### src/rtl/mac_seq_unit_pkg.sv
// mac_pkg: shared state encoding and default widths for the MAC sequencer.
// Revision: 1.0
`default_nettype none

package mac_pkg;

  typedef enum logic [1:0] {
    IDLE  = 2'd0,
    RUN   = 2'd1,
    DRAIN = 2'd2,
    DONE  = 2'd3
  } mac_state_t;

  localparam int MAC_A_W   = 4;
  localparam int MAC_B_W   = 4;
  localparam int MAC_ACC_W = 16;
  localparam int MAC_CNT_W = 8;

endpackage

`default_nettype wire

### src/rtl/mac_seq_unit_if.sv
// mac_seq_unit_if: control, operand stream and result bundle of the MAC sequencer.
// Revision: 1.0
`default_nettype none

interface mac_seq_unit_if
  import mac_pkg::*;
#(
  parameter int A_W   = MAC_A_W,
  parameter int B_W   = MAC_B_W,
  parameter int ACC_W = MAC_ACC_W,
  parameter int CNT_W = MAC_CNT_W
) ();

  logic             start;
  logic [CNT_W-1:0] len;
  logic             clear;
  logic [A_W-1:0]   a;
  logic [B_W-1:0]   b;
  logic             in_valid;
  logic             in_ready;
  logic [ACC_W-1:0] result;
  logic             done;
  logic             busy;
  logic             overflow;

  modport master (
    output start, len, clear, a, b, in_valid,
    input  in_ready, result, done, busy, overflow
  );

  modport slave (
    input  start, len, clear, a, b, in_valid,
    output in_ready, result, done, busy, overflow
  );

endinterface

`default_nettype wire

### src/rtl/mac_seq_unit_sat_add.sv
// mac_sat_add: accumulator adder with carry-out; clamps to all-ones when
// MAC_SATURATE_EN is defined, otherwise wraps.  Revision: 1.0
`default_nettype none

module mac_sat_add #(
  parameter int ACC_W = 16,
  parameter int P_W   = 8
) (
  input  wire logic [ACC_W-1:0] i_acc,
  input  wire logic [P_W-1:0]   i_prod,
  output logic      [ACC_W-1:0] o_sum,
  output logic                  o_carry
);

  logic [ACC_W:0] w_sum;

  assign w_sum   = {1'b0, i_acc} + {{(ACC_W + 1 - P_W){1'b0}}, i_prod};
  assign o_carry = w_sum[ACC_W];

`ifdef MAC_SATURATE_EN
  // Once clamped, any further add carries again, so the clamp holds.
  assign o_sum = w_sum[ACC_W] ? {ACC_W{1'b1}} : w_sum[ACC_W-1:0];
`else
  assign o_sum = w_sum[ACC_W-1:0];
`endif

endmodule

`default_nettype wire

### src/rtl/mac_seq_unit.sv
// mac_seq_unit: start/len driven N-term unsigned dot-product engine with a
// registered product stage. Optional MAC_SATURATE_EN clamps result. Revision: 1.0
`default_nettype none

module mac_seq_unit
  import mac_pkg::*;
#(
  parameter int A_W   = MAC_A_W,
  parameter int B_W   = MAC_B_W,
  parameter int ACC_W = MAC_ACC_W,
  parameter int CNT_W = MAC_CNT_W
) (
  input  wire logic     clk,
  input  wire logic     reset,
  mac_seq_unit_if.slave bus
);

  localparam int P_W = A_W + B_W;

  generate
    if (ACC_W < P_W) begin : g_bad_acc_w
      $error("mac_seq_unit: ACC_W must be >= A_W+B_W");
    end
  endgenerate

  mac_state_t       r_state;
  logic [CNT_W-1:0] r_cnt;
  logic [P_W-1:0]   r_prod;
  logic             r_prod_vld;
  logic [ACC_W-1:0] r_result;
  logic             r_overflow;
  logic             r_done;
  logic             r_busy;
  logic             r_in_ready;

  logic [ACC_W-1:0] w_sum;
  logic             w_carry;

  mac_sat_add #(
    .ACC_W (ACC_W),
    .P_W   (P_W)
  ) u_add (
    .i_acc   (r_result),
    .i_prod  (r_prod),
    .o_sum   (w_sum),
    .o_carry (w_carry)
  );

  always_ff @(posedge clk or posedge reset) begin
    if (reset) begin
      r_state    <= IDLE;
      r_cnt      <= '0;
      r_prod     <= '0;
      r_prod_vld <= 1'b0;
      r_result   <= '0;
      r_overflow <= 1'b0;
      r_done     <= 1'b0;
      r_busy     <= 1'b0;
      r_in_ready <= 1'b0;
    end else begin
      r_done     <= 1'b0;
      r_prod_vld <= 1'b0;

      if (r_prod_vld) begin
        r_result <= w_sum;
        if (w_carry) r_overflow <= 1'b1;
      end

      case (r_state)
        IDLE: begin
          // No product is ever pending in IDLE, so the zeroing below is safe.
          if (bus.start) begin
            r_cnt      <= bus.len;
            r_result   <= '0;
            r_overflow <= 1'b0;
            r_busy     <= 1'b1;
            if (bus.len == '0) begin
              r_state <= DONE;
              r_done  <= 1'b1;
            end else begin
              r_state    <= RUN;
              r_in_ready <= 1'b1;
            end
          end else if (bus.clear) begin
            r_result   <= '0;
            r_overflow <= 1'b0;
          end
        end
        RUN: begin
          if (bus.in_valid && r_in_ready) begin
            r_prod     <= P_W'(bus.a) * P_W'(bus.b);
            r_prod_vld <= 1'b1;
            r_cnt      <= r_cnt - 1'b1;
            if (r_cnt == CNT_W'(1)) begin
              r_state    <= DRAIN;
              r_in_ready <= 1'b0;
            end
          end
        end
        DRAIN: begin
          r_state <= DONE;
          r_done  <= 1'b1;
        end
        DONE: begin
          r_state <= IDLE;
          r_busy  <= 1'b0;
        end
        default: r_state <= IDLE;
      endcase
    end
  end

  assign bus.in_ready = r_in_ready;
  assign bus.result   = r_result;
  assign bus.done     = r_done;
  assign bus.busy     = r_busy;
  assign bus.overflow = r_overflow;

endmodule

`default_nettype wire

### src/flat_wrapper.sv
// flat-port wrapper written by rule: the top's interface ports become plain ports
module mac_seq_unit_flat import mac_pkg::*;
#(
  parameter int A_W   = MAC_A_W,
  parameter int B_W   = MAC_B_W,
  parameter int ACC_W = MAC_ACC_W,
  parameter int CNT_W = MAC_CNT_W
)
  (clk, reset, bus_start, bus_len, bus_clear, bus_a, bus_b, bus_in_valid, bus_in_ready, bus_result, bus_done, bus_busy, bus_overflow);
  mac_seq_unit_if #(.A_W(A_W), .B_W(B_W), .ACC_W(ACC_W), .CNT_W(CNT_W)) bus_i ();
  input  wire logic clk;
  input  wire logic reset;
  input wire logic [$bits(bus_i.start)-1:0] bus_start;
  input wire logic [$bits(bus_i.len)-1:0] bus_len;
  input wire logic [$bits(bus_i.clear)-1:0] bus_clear;
  input wire logic [$bits(bus_i.a)-1:0] bus_a;
  input wire logic [$bits(bus_i.b)-1:0] bus_b;
  input wire logic [$bits(bus_i.in_valid)-1:0] bus_in_valid;
  output wire logic [$bits(bus_i.in_ready)-1:0] bus_in_ready;
  output wire logic [$bits(bus_i.result)-1:0] bus_result;
  output wire logic [$bits(bus_i.done)-1:0] bus_done;
  output wire logic [$bits(bus_i.busy)-1:0] bus_busy;
  output wire logic [$bits(bus_i.overflow)-1:0] bus_overflow;
  assign bus_i.start = bus_start;
  assign bus_i.len = bus_len;
  assign bus_i.clear = bus_clear;
  assign bus_i.a = bus_a;
  assign bus_i.b = bus_b;
  assign bus_i.in_valid = bus_in_valid;
  assign bus_in_ready = bus_i.in_ready;
  assign bus_result = bus_i.result;
  assign bus_done = bus_i.done;
  assign bus_busy = bus_i.busy;
  assign bus_overflow = bus_i.overflow;
  mac_seq_unit #(.A_W(A_W), .B_W(B_W), .ACC_W(ACC_W), .CNT_W(CNT_W)) u_core (.clk(clk), .reset(reset), .bus(bus_i));
endmodule
### config.mk
export PLATFORM = sky130hd
export DESIGN_NAME = mac_seq_unit_flat
export DESIGN_NICKNAME = d
export VERILOG_FILES = /design/src/rtl/mac_seq_unit_pkg.sv /design/src/rtl/mac_seq_unit_if.sv /design/src/rtl/mac_seq_unit_sat_add.sv /design/src/rtl/mac_seq_unit.sv /design/src/flat_wrapper.sv
export SDC_FILE = /design/constraint.sdc
export NUM_CORES = 1
export LEC_CHECK = 0
export ABC_AREA = 1
export BUFFER_PORTS_ARGS = -buffer_cell sky130_fd_sc_hd__buf_2
export CAP_MARGIN = 0
export CELL_PAD_IN_SITES_DETAIL_PLACEMENT = 1
export CELL_PAD_IN_SITES_GLOBAL_PLACEMENT = 2
export CORE_ASPECT_RATIO = 0.7
export CORE_UTILIZATION = 34
export CTS_BUF_LIST = sky130_fd_sc_hd__clkbuf_8
export DETAILED_ROUTE_END_ITERATION = 10
export PLACE_DENSITY = 0.92
export RECOVER_POWER = 50
export SLEW_MARGIN = 20
export SYNTH_ARGS = -nofsm -noshare
export SYNTH_HDL_FRONTEND = slang
export SYNTH_SLANG_ARGS = --single-unit
### constraint.sdc
create_clock -name clk -period 2.3 [get_ports clk]
set_clock_uncertainty 0.05 [all_clocks]
set_input_delay 0.115 -clock clk [delete_from_list [all_inputs] [get_ports clk]]
set_output_delay 0.115 -clock clk [all_outputs]
set_load 0.005 [all_outputs]
* After elaboration in Yosys (flattened, before gate mapping)
Index checks and enable logic that the tools add are counted.
W data, S select, Z words.
** Storage, ports and cells
- Output and inout bits :: 20
- Logic and storage cells :: 59
- Bits in registers :: 39
- Bits of input ports :: 21
** Operators by class
- $add $sub $neg :: 2
- Reductions and logical operators :: 10
- Mux-type cells :: 29
- Eq/ne operators :: 8
- Multiply operators :: 1
** Operator list (count)
- $mux W16 :: 4
- $add A16 B8 Y17 :: 1
- $mux W8 :: 2
- $pmux W8 S2 :: 1
- $mux W1 :: 14
- $eq A8 B1 Y1 const B :: 1
- $logic_not A8 Y1 :: 1
- $mul A4 B4 Y8 :: 1
- $mux W2 :: 4
- $pmux W2 S4 :: 1
- $sub A8 B1 Y8 const B :: 1
- $pmux W1 S2 :: 3
- $reduce_and A3 Y1 :: 2
- $reduce_and A5 Y1 :: 1
- $eq A2 B2 Y1 const B :: 2
- $ne A2 B1 Y1 const B :: 2
- $ne A2 B2 Y1 const B :: 2
- $reduce_and A2 Y1 :: 2
- $reduce_bool A2 Y1 :: 2
- $eq A2 B1 Y1 const B :: 1
- $logic_not A2 Y1 :: 1
- $logic_and A1 B1 Y1 :: 1

* Depth between registers and ports, before layout
Gate-level depths: netlist (run 1).
- Depth in word-level cells :: 6
- Gate-level depth with buffers :: 12
- Gate-level depth less buffers :: 12

* Hierarchy
Synthesis (run 1) repeated with hierarchy kept, for this count alone.
** Unflattened totals
- Cell total of the unflattened synthesis :: 430
- Area total of the unflattened synthesis :: 3039.2 um^2
** Modules (own cells, without submodules)
- mac_seq_unit :: seq. area each 975.9 um^2, times used 1, cells an instance 304, area each 2377.3 um^2
- mac_sat_add :: seq. area each 0.0 um^2, times used 1, cells an instance 126, area each 661.9 um^2

* Worst setup path after synthesis (run 1)
No wires, ideal clock.
- Kind :: in2reg
- From :: input port bus_b[3]
- To :: register u_core.r_prod[6]
- Data required time :: 2.130 ns
- Path slack :: -0.145 ns
- Arrival time :: 2.274 ns
- Buffers on the path :: 0
- Stages on the path :: 11
- Library setup time :: 0.120 ns
- Cell sequence :: nand2_1 fa_1 inv_1 fa_1 inv_1 fa_1 o21ai_1 nand2_1 and3_1 o21ai_1 nand2_1
** Between the ends
- Longest elaborated chain between the ends :: 1
** RTL lines
- from (decl) :: RTL line flat_wrapper.sv:17 : input wire logic [$bits(bus_i.b)-1:0] bus_b;
- $mul A4 B4 Y8 :: RTL line mac_seq_unit.sv:91 : r_prod <= P_W'(bus.a) * P_W'(bus.b);
- to (signal assigned) :: RTL line mac_seq_unit.sv:91
- to (decl) :: RTL line mac_seq_unit.sv:28 : logic [P_W-1:0] r_prod;
No other way between the ends.
A chain may end at the register's enable or synchronous reset.

* Worst setup path in the final report (run 1)
Ends and elaborated chain as after synthesis.

==> results, run 1 <==
- The count of instances resized after the clock tree is built is 0.
- The worst setup margin is roughly 0.10 ns.
- Of the synthesized area, sequential elements account for 32.4%.
- The total detailed-routing wirelength is 7.88 mm.
- The detailed-route wire length per cell is 13.4 um.
- The iteration-0 DRC count of the detailed router is 110.
- Port buffering added 40 buffers.
- In this run the deepest clock path goes through 2 buffers.
- The via count of the routed design is about 2800.
- The number of placement rows is 28.
- The headroom to the max-slew limit is between 30% and 40%.
- The final cycle utilization of the critical path is roughly 96%.
- Entering global routing, the biggest net connects 40 pins.
- The Yosys step of the flow raised 0 warnings.
- The wire length of the first global-routing pass is 13.7 mm.
- The final setup violation count is 0.
- The flow ran to the end, and the final reports show no timing, DRC or antenna violations.
- The launching element type of the critical path is a primary input.
- Setup repair after global routing left no endpoint under its margin.
- The repair_antennas step left the layout with diodes totalling 0.
- For this configuration, the core starts out at a cell density of roughly 35%.
- The number of violations of the max-capacitance limit is 0.
- The floorplan step defined a die boundary enclosing approximately 9200 sq um.
- Summed over all layers, the global routing overflow is 0.
- The critical setup path kind is primary input to flop.
- At the placement stage, the worst setup path has a slack of -0.254 ns.
- The clock reaches the later pin of the worst-skew pair after 0.31 ns.
- The areal power density over the cells is 966 nW/um^2.
- Among cell families on the critical path, the largest total delay comes from adder cells.
- The fraction of final layout cells sized beyond drive strength 1 is approximately 18%.
- For this run, design rule violations remaining after detail routing come to 0.
- The number of sinks driven by the clock tree is 39.
- Counting the buffers created by CTS gives 5.
- The critical path contains buffers and inverters numbering 3 combined.
- For the worst setup path, the data required time is 2.45 ns.
- The worst slack on hold paths is 0.0217 ns.
- The number of unique standard cell types used by synthesis is 37.
- The ratio of routed vias to standard cells is 4.72.
- In this design, the stage delay of the slowest critical-path cell is 0.53 ns.
- Derived from the worst setup path, the maximum achievable clock frequency is 455 MHz.
- The library cell contributing the largest single delay on the critical path is fa_1.
- The floorplan core area is 8510 sq um.
- The count of final max-slew check failures is 0.
- Once detailed placement completed, the half-perimeter wirelength came to 6.35 mm.
- The placer's final routability congestion estimate is 0.832.
- Counting stages on the worst path, the most repeated cell is nand2_1.
- The number of storage elements in the synthesis netlist is 39.
- Walking the worst path, the cells encountered are buf_2, nand2_1, fa_1, inv_1, fa_1, inv_1, fa_2, o21ai_1, nand2_1, and3_1, o21ai_1, nand2_1.
- The summed instance area of the synthesized netlist is 3010 sq um.
- Clock-pin slew was measured on the worst setup and hold paths at 0.08 ns.
- The average cell area after synthesis is 7.32 sq um.
- The root buffer selected by CTS is clkbuf_8.
- The number of global-route vias before repair came to around 2800.
- The first-pass detailed-route iteration total is 4.
- The net count of the mapped netlist is 463.
- The number of antenna violations at the first check in global routing is 0.
- The net count reported at finish is about 520.
- The time the worst path needs with I/O delays and setup is 2.20 ns.
- The worst setup path is captured at a flop.
- The peak fanout along the critical path is 3.
- The total routing resource utilization after global routing is 19.3%.
- Synthesis handed over a netlist of 411 instances.
- The vertical die dimension is 80.7 um.
- The H-tree was split into 2 levels.
- The area overhead of the layout relative to synthesis is 16.4%.
- The width of the chip is 114 um.
- The measured slew at the worst slew-check pin is slightly above 1 ns.
- The count of endpoints failing hold in the final timing report came to 0.
- The clock tree from TritonCTS is built.
- The standby leakage power is between 1.5 and 2 nW.
- The worst hold path belongs to the class primary input to flop.
- Once detail routing completed, the nets flagged for antenna violations numbered 0.
- STA puts the critical path data arrival time at 2.35 ns.
- The top-level port count is 41.
- VDD sags by at most 375 uV.
==> final cells by class <==
cell class	instances	area, sq um
Fill cell	1124	5010
Sequential cell	39	976
Multi-Input combinational cell	298	1730
Timing Repair Buffer	57	320
Clock buffer	5	68.8
Inverter	66	250
Clock inverter	3	12.5
Tap cell	120	150
==> through the flow <==
step / std cells / area (sq um) / util [%] / TNS (ns) / power (W)
2_1_floorplan: 411 / 3010 / - / 0 / 0.00250
3_3_place_gp: 578 / 3410 / 40.1 / -0.207 / 0.00288
4_1_cts: 588 / 3520 / 41.3 / 0 / 0.00345
5_1_grt: 588 / 3500 / 41.2 / 0 / 0.00376
3_5_place_dp: 578 / 3410 / 40.1 / -0.597 / 0.00296
6_report: 588 / 3500 / 41.2 / 0 / 0.00338
==> final timing paths <==
kind / start / to / slack (ns) / depth (start not counted)
max in group asynchronous: reset / u_core.bus.result[5]$_DFF_PP0_ / 0.96 / 4
min: bus_len[2] / u_core.r_cnt[2]$_DFFE_PP0P_ / 0.02 / 3
min in group asynchronous: reset / u_core.bus.overflow$_DFF_PP0_ / 0.61 / 4
min reg2reg: u_core.bus.busy$_DFFE_PP0P_ / u_core.bus.busy$_DFFE_PP0P_ / 0.45 / 2
max: bus_b[3] / u_core.r_prod[6]$_DFFE_PP0P_ / 0.10 / 12
max reg2reg: u_core.bus.result[0]$_DFF_PP0_ / u_core.bus.result[6]$_DFF_PP0_ / 0.29 / 12
==> power breakdown <==
part | switching, W | internal, W | total [W] | leakage (nW)
registers | 0.000172 | 0.000901 | 0.00107 | 0.502
clock network | 0.000259 | 0.000204 | 0.000464 | 0.0505
logic | 0.00117 | 0.000675 | 0.00185 | 1.42
==> layer usage <==
layer	wire length [um]	up-vias	global-route usage, %	part of all wire [%]
met1	4090	1319	26.7	52
met5	0	-	0	0
met2	3480	33	31.0	44
met3	244	5	3.47	3.1
met4	66	0	5.06	0.84
li1	-	1419	-	-
==> cells in the final DEF, fill, tap and decap left out, types with 8 or more instances in the layout <==
cell / synthesis / final
nand2_1: 106 / 106
inv_1: 63 / 65
nor2_1: 42 / 42
dfrtp_1: 39 / 39
nand3_1: 33 / 33
buf_2: 5 / 32
ha_1: 26 / 26
o21ai_0: 17 / 17
a21oi_1: 14 / 14
buf_4: 0 / 14
clkbuf_1: 1 / 8
==> cells by family (layout without fill, tap and decap cells) <==
group	Yosys count	after routing	synth area share, %
AOI/OAI and AO/OA	54	54	11.1
buffers and inverters	74	131	10.3
and+or+nand+nor	209	209	30.9
xor gates and xnor gates	4	4	1.16
DFF	39	39	32.4
adders and majority gates	31	31	14.1
==> synthesized netlist by cell type (all sizes together) <==
master	instances	share of area, %
nand4	6	1.2
buf	7	1.9
ha	26	11
o22ai	2	0.83
dfrtp	39	32
nor3	3	0.50
and3	1	0.21
or2	2	0.42
fa	5	3.3
inv	66	8.3
a21boi	1	0.25
o211ai	4	1.2
o21ai	27	5.0
a21o	2	0.50
nor2	46	6.1
a31oi	1	0.21
nor3b	1	0.25
nand3	39	7.7
a21oi	16	2.9
xor2	4	1.2
nand2	111	14
o21bai	1	0.25
clkbuf	1	0.12
==> worst min-delay path, cell delays in order <==
cell	delay, ns
buf_2	0.09
o21ai_2	0.05
o22ai_2	0.07
==> repair_timing <==
item	in CTS	in global routing
hold endpoints to repair	40	0
hold buffers	2	0
setup buffers	0	0
setup endpoints to repair	0	0
==> registers in the layout (all words and copies together) (netlist names) <==
name and count:
u_core.r_cnt 8, u_core.bus.result 16, u_core.bus.done 1, u_core.r_prod_vld 1, u_core.r_prod 8, u_core.r_state 2, u_core.bus.in_ready 1, u_core.bus.overflow 1
u_core.bus.busy 1
Note: power is estimated with default switching activity, not from simulation.
==> inputs of run 2 (changes only) <==
Settings changed: CORE_ASPECT_RATIO 0.7 to default, REMOVE_ABC_BUFFERS from default to 1.
==> run 2 against run 1 <==
Critical path type unchanged; critical path depth rose by 2; final cell count decreased by 2.6%; worst setup slack better by 0.027 ns; highest routed layer unchanged; combinational power about the same.
==> results, run 2 (synthesis gave the netlist of run 1 again) <==
- The number of global-route vias before repair is roughly 2800.
- In the detailed route, the total length drawn on met3 is 182 um.
- The total area inside the core boundary comes to 8380 sq um.
- The ratio of routed vias to standard cells is 4.88.
- Timing would allow up to 460 MHz.
- The area overhead of the layout relative to synthesis is 16.7%.
- The total routing resource utilization after global routing is 17.7%.
- In this run, CTS created clock tree buffers numbering 5.
- The count of final max-slew check failures is 0.
- For this design the static power due to leakage is 2.00 nW.
- For the pin with the worst max-slew slack, the measured transition is approximately 1 ns.
- The sequential share of power is 31.3%.
- The final cycle utilization of the critical path is a little over nine tenths.
- The total power after layout is 0.00344 W.
- IR analysis of the VDD net gives a maximum drop of approximately 400 uV.
- The largest stage delay on the critical path is about 0.53 ns.
- During placement, the flow inserted port buffers numbering 40.
- The clock passes through at most 2 buffers.
- STA classifies the critical path startpoint as a primary input.
- The met2 routed wirelength is between 3 and 4 mm.
- For the worst setup path, the data required time is approximately 2.4 ns.
- The worst hold path terminates at u_core.r_cnt[1]$_DFFE_PP0P_.
- The worst-skew pair later-pin latency is 0.29 ns.
- The post-DP HPWL is 5.99 mm.
- The post-route netlist has about a fifth of its cells at a drive strength greater than 1.
- Detailed routing inserted a total of 2795 vias.
- The portion of total power attributed to the clock network is 15.0%.
- The initial cell density of the core is 35.9%.
- The register with the most flip-flops in the layout has 16 of them.
- The time the worst path needs with I/O delays and setup is about 2.2 ns.
- The iteration-0 DRC count of the detailed router is 69.
- The root buffer selected by CTS is clkbuf_8.
- For the worst flop-to-flop path, the logic depth is 10.
- The first-pass detailed-route iteration total is 4.
- The final total negative setup slack is 0 ns.
- The critical path arrival is about 2.3 ns.
- Leaving out fill and tap cells, the most frequent cell in the layout is nand2_1.
- TritonCTS built the clock tree.
- The library cells used most frequently in the layout, excluding fill and tap cells, are 106 x nand2_1, 64 x inv_1, 42 x nor2_1, 39 x dfrtp_1, 37 x buf_2.
- The class of the worst hold path is primary input to flop.
- Of all nets on the critical path, the largest fanout is 5.
- At the end of routability-driven placement, the weighted congestion stood at 0.838.
- In this run the remaining antenna-violating nets after routing total 0.
- The width of the chip is 96.1 um.
- The critical path goes through buf_2, buf_4, nand2_1, fa_1, inv_1, ha_1, ha_1, nand2_1, nand2_1, nand2_1, nand3_1, or2_2, nand3_1, nand2_1.
- The count of endpoints failing hold in the final timing report is 0.
- The worst hold path was traced through 3 stages.
- The internal power contribution is 0.00186 W.
- The number of antenna violations at the first check in global routing is 0.
- The critical setup path kind is primary input to flop.
- The run finished with clean final reports.
- The top-level port count is a little over 40.
- The die area is 9230 sq um.
- The number of placement rows is 33.
- The length of routed wiring on met1 is between 3 and 4 mm.
- The net count reported at finish is 519.
- Summed over all layers, the global routing overflow is 0.
- Clock-pin slew was measured on the worst setup and hold paths at 0.08 ns.
- Dividing the detail-routed wire length by the instance count gives between 10 and 15 um.
- Across the run, the number of max-cap violations was 0.
- The slowest stage of the critical path belongs to the cell fa_1.
- The vertical die dimension is 96.1 um.
- The headroom to the max-slew limit is a little under a third.
- The clock drives 39 sinks.
- Setup repair after global routing left no endpoint under its margin.
- Setup violations remaining at the end of the flow were counted as 0.
- STA classifies the critical path endpoint as a flop.
- Summed over all nets, the switching power comes to 0.00158 W.
- The areal power density over the cells is 980 nW/um^2.
- The routed design has 7.39 mm of wire.
- In this design, the critical path's most frequently occurring cell is nand2_1.
- The startpoint of the worst register-to-register path is u_core.bus.result[0]$_DFF_PP0_.
- The setup check on the worst reg-to-reg path leaves a slack of 0.31 ns.
- Entering global routing, the biggest net connects 40 pins.
- The startpoint of the worst hold path is bus_len[1].
- 0 antenna diodes ended up in the layout.
- The number of remaining DRC errors is 0.
- The deepest level of the CTS H-tree is 2.
- The wire length of the first global-routing pass is 12.7 mm.
- The capturing point of the worst reg2reg path is u_core.bus.result[12]$_DFF_PP0_.
- Net switching is between 40 and 50% of the power.
- The portion of total power attributed to combinational logic is between 50% and 60%.
- The detailed router used layers up to and including met4.
[run 2: critical path: cells and delay by family]
kind          cells  cell delay [ns]
fa+ha+maj         3             1.16
buf+inv           3             0.24
simple gates      8             0.78
[run 2: how the worst max path moves through the flow]
stage	startpoint	end	slack [ns]	cells past startpoint
finish	bus_a[1]	u_core.r_prod[7]$_DFFE_PP0P_	0.13	14
global route	bus_a[1]	u_core.r_prod[7]$_DFFE_PP0P_	0.009	14
CTS	bus_a[0]	u_core.r_prod[6]$_DFFE_PP0P_	0.02	12
detailed placement	bus_a[0]	u_core.r_prod[6]$_DFFE_PP0P_	-0.36	12
global placement	bus_b[3]	u_core.r_prod[6]$_DFFE_PP0P_	-0.31	12
floorplan	bus_b[3]	u_core.r_prod[6]$_DFFE_PP0P_	-0.14	11
[run 2: cell type report]
type                       count  area, sq um
fill                        1108         4870
multi-input combinational    298         1730
sequential                    39          976
timing repair buffer          57          324
inverter                      66          250
tap                          105          131
clock buffer                   7         96.3
clock inverter                 1         3.75
[run 2: routing by layer]
layer | vias to the layer above | global-route usage [%]
met5 | - | 0
met4 | 0 | 4.85
met1 | 1330 | 23.0
met3 | 6 | 2.37
li1 | 1422 | -
met2 | 37 | 30.6
[run 2: stage by stage]
stage / hold WS [ns] / cell area, sq um / utilization (%) / cells / setup slack [ns]
detailed placement: 0.232 / 3400 / 40.6 / 564 / -0.357
CTS: 0.0174 / 3510 / 41.9 / 573 / 0.0162
finish: 0.0230 / 3510 / 41.9 / 573 / 0.127
global placement: 0.223 / 3400 / 40.6 / 564 / -0.306
floorplan: 0.209 / 2950 / - / 403 / -0.145
global route: 0.0355 / 3510 / 41.9 / 573 / 0.00918
[run 2: what timing repair did]
action,4_1_cts,5_1_grt
setup buffers,0,0
pin swaps,1,2
endpoints found under the hold margin,39,0
gates resized for setup,1,1
hold buffers,1,0
endpoints found under the setup margin,1,3
[run 2: power by group through the flow]
| stage | clock network, W | registers, W | logic [W] |
|---|---|---|---|
| 6_report | 0.000516 | 0.00108 | 0.00185 |
| 5_1_grt | 0.000562 | 0.00110 | 0.00214 |
| 4_1_cts | 0.000539 | 0.00108 | 0.00188 |
| 3_5_place_dp | 0 | 0.00109 | 0.00187 |
| 3_3_place_gp | 0 | 0.00108 | 0.00180 |
| 2_1_floorplan | 0 | 0.00105 | 0.00134 |
==> inputs of run 3 (changes only) <==
--- a/config.mk
+++ b/config.mk
@@ -12,2 +12,3 @@
 export CELL_PAD_IN_SITES_GLOBAL_PLACEMENT = 2
+export CORE_MARGIN = 2
 export CORE_UTILIZATION = 34
==> constraint.sdc (replaced) <==
create_clock -name clk -period 2.3 [get_ports clk]
set_clock_uncertainty 0.05 [all_clocks]
set_input_delay 0 -clock clk [delete_from_list [all_inputs] [get_ports clk]]
set_output_delay 0 -clock clk [all_outputs]
set_load 0.005 [all_outputs]
==> run 3 against run 2 <==
Core utilization shrank 0.48 points; combinational power is essentially flat; sequential power is essentially flat; global-route usage shrank 0.54 points; sequential cell count is the same; via count grew 0.61%; count of clock-buffer cells in the layout shrank 2; design area grew 1.9%; maximum frequency grew 1.1%; largest cell class unchanged; highest routed layer unchanged.
==> results, run 3 (synthesis gave the netlist of run 1 again) <==
- The flow ran to the end, and the final reports show no timing, DRC or antenna violations.
- The pre-antenna-repair detailed-routing pass consisted of 4 iterations.
- The number of CTS-inserted buffers is 5.
- The iteration-0 DRC count of the detailed router is 64.
- The critical path capture point is u_core.r_prod[6]$_DFFE_PP0P_.
- After clock tree synthesis, the clock-pin slew on the worst setup and hold paths is 0.08 ns.
- The cell occurring most often along the worst timing path is nand2_1.
- In this run the critical register-to-register path is launched from u_core.bus.result[0]$_DFF_PP0_.
- The width of the chip is 98.1 um.
- In the final design database the tool counted 521 nets.
- In this run the critical register-to-register path is captured at u_core.bus.result[8]$_DFF_PP0_.
- The tightest min-delay check is of the primary input to flop type.
- In this run the clock root is driven by a clkbuf_8.
- The critical path arrival is between 2 and 2.5 ns.
- The worst setup path is captured at a flop.
- The floorplan core area is 8640 sq um.
- The kind of cell adding the most delay to the critical path is adder cells.
- Row generation in the floorplan step produced 34 rows.
- The final total negative setup slack is 0 ns.
- After routing the design area is approximately 3600 sq um.
- The quantity of I/O buffers inserted on ports is 40.
- The critical setup path kind is primary input to flop.
- Once the floorplan was initialized, standard cells occupied 34.8% of the core.
- Max-cap violations in this run came to 0.
- Summed over all cells, the static leakage comes to 2.02 nW.
- Counting both buffers and inverters, the worst setup path holds a total of 3.
- Subtracting the final worst setup slack from the clock period gives 2.15 ns.
- The worst endpoint required time is 2.43 ns.
- The H-tree was split into 2 levels.
- The first global-routing pass estimated 13.7 mm of wire.
- The top-level port count is 41.
- In the routed design, unresolved DRC markers number 0.
- 0 antenna diodes ended up in the layout.
- The slowest stage of the critical path is the fa_1 cell.
- Cells with a size suffix above 1 make up a little under a fifth of the layout.
- Traced cell by cell, the critical path runs through buf_2, nand2_1, fa_1, inv_1, fa_1, inv_1, fa_2, o21ai_1, nand2_1, and3_1, o21ai_1, nand2_1.
- At the pin with the least slew margin, the transition time is 1.02 ns.
- In this run the worst path has a maximum fanout of 2.
- The clock tree from TritonCTS is built.
- The vertical die dimension is approximately 100 um.
- The longest clock path from root to sink contains 2 buffers.
- On the worst path, the slowest cell contributes a delay of between 0.5 and 0.6 ns.
- Once the clock tree was built, the setup fixing pass inserted 0 buffers.
- The register with the most flip-flops in the layout has 16 of them.
- The count of endpoints failing hold in the final timing report came to 0.
- The routed design has 7.73 mm of wire.
- The worst-skew pair later-pin latency is roughly 0.29 ns.
- The most common cell after layout, fill and taps aside is nand2_1.
- For this design, the sink count on the clock tree is 39.
- Dividing the detail-routed wire length by the instance count gives about 13 um.
- Setup repair after global routing left no endpoint under its margin.
- The die covers 9620 sq um.
- For this run the aggregate overflow at the end of global routing stands at 0.
- Relative to the synthesized area, the layout overhead comes to 18.8%.
- Headroom to the max-slew limit came out at 31.8%.
- The number of global-route vias before repair is 3027.
- In this run the number of cells on the critical path is 12.
- The maximum ir drop on the vdd rail is around 440 uV.
- The routed layout has 2812 vias.
- The final setup violation count is 0.
- Based on the critical path, the design can be clocked at up to 465 MHz.
- The count of final max-slew check failures is 0.
- The placer's final routability congestion estimate is between 0.8 and 0.9.
- The setup check on the worst reg-to-reg path leaves a slack of 0.27 ns.
- The logic depth of the worst register-to-register path is 10.
- Tracing the worst setup path back leads to its startpoint at bus_b[3].
- The final cycle utilization of the critical path is 93.5%.
- The library cells used most frequently in the layout, excluding fill and tap cells, are 106 x nand2_1, 64 x inv_1, 42 x nor2_1, 39 x buf_2, 39 x dfrtp_1.
- Across every metal layer, demand over resource in global routing totals approximately 17%.
- The number of antenna-violating nets in the routed design is 0.
- Power spread over the standard cell area amounts to 1010 nW/um^2.
- The worst slack on hold paths is 0.00992 ns.
- After detailed routing, the number of vias per cell comes to 4.87.
- STA classifies the critical path startpoint as a primary input.
- Summing all placed instances gives a cell area of 3370 sq um.
- The post-DP HPWL is 6.06 mm.
- Entering global routing, the biggest net connects 40 pins.
- The number of antenna violations at the first check in global routing is 0.
## run 3: cell count changes in the layout (fill, tap and decap cells not counted)
cell           previous run  this run
dlygate4sd3_1             1         7
buf_4                    15        11
buf_2                    37        39
bufinv_16                 0         2
clkbuf_1                  3         1
clkbuf_8                  7         5
o21ai_1                   5         6
o21ai_2                   5         4
## run 3: per-stage QoR
step / cells / util [%] / setup WS [ns] / power [W]
CTS: 578 / 41.4 / 0.0504 / 0.00369
detailed placement: 563 / 39.1 / -0.261 / 0.00296
global route: 578 / 41.4 / 0.00632 / 0.00398
floorplan: 403 / - / -0.0297 / 0.00240
global placement: 563 / 39.1 / -0.194 / 0.00287
finish: 578 / 41.4 / 0.150 / 0.00363
## run 3: worst min-delay path, cell delays in order
cell and delay, ns:
buf_2 0.09, nand2_1 0.05, o21ai_0 0.07, nand2_1 0.05, o21ai_1 0.06
## run 3: worst min-delay path by stage
stage	slack, ns	cells after the start	startpoint	to
after floorplan	0.09	2	bus_len[1]	u_core.r_cnt[1]$_DFFE_PP0P_
after global placement	0.11	3	reset	u_core.r_cnt[3]$_DFFE_PP0P_
after detailed placement	0.12	3	reset	u_core.bus.overflow$_DFF_PP0_
after CTS	0.0004	4	bus_start	u_core.bus.done$_DFF_PP0_
after global routing	0.03	4	bus_start	u_core.bus.done$_DFF_PP0_
final	0.01	5	bus_len[0]	u_core.r_cnt[0]$_DFFE_PP0P_
## run 3: cell type report
cell class | instances | area [sq um]
repair buffers | 59 | 357
clock inverters | 3 | 63.8
flip-flops and latches | 39 | 976
well taps | 108 | 135
multi-input cells | 298 | 1730
inverters | 66 | 250
clock buffers | 5 | 68.8
fillers | 1140 | 5060
## run 3: repair_timing
| action | CTS | global route |
|---|---|---|
| endpoints found under the hold margin | 45 | 0 |
| gates resized for setup | 0 | 1 |
| hold buffers | 7 | 0 |
| setup endpoints to repair | 0 | 1 |
## run 3: per-layer routing
metal / track usage (%) / vias up / wire [um]
li1: - / 1423 / -
met1: 21.6 / 1351 / 3510
met2: 31.5 / 31 / 3990
met3: 2.22 / 7 / 161
met4: 3.21 / 0 / 68
met5: 0 / - / 0
## run 3: where the power goes
part / leakage (nW) / switching, W / internal (W) / total [W]
logic: 1.45 / 0.00117 / 0.000683 / 0.00186
registers: 0.502 / 0.000183 / 0.000901 / 0.00108
clock network: 0.0695 / 0.000255 / 0.000430 / 0.000684
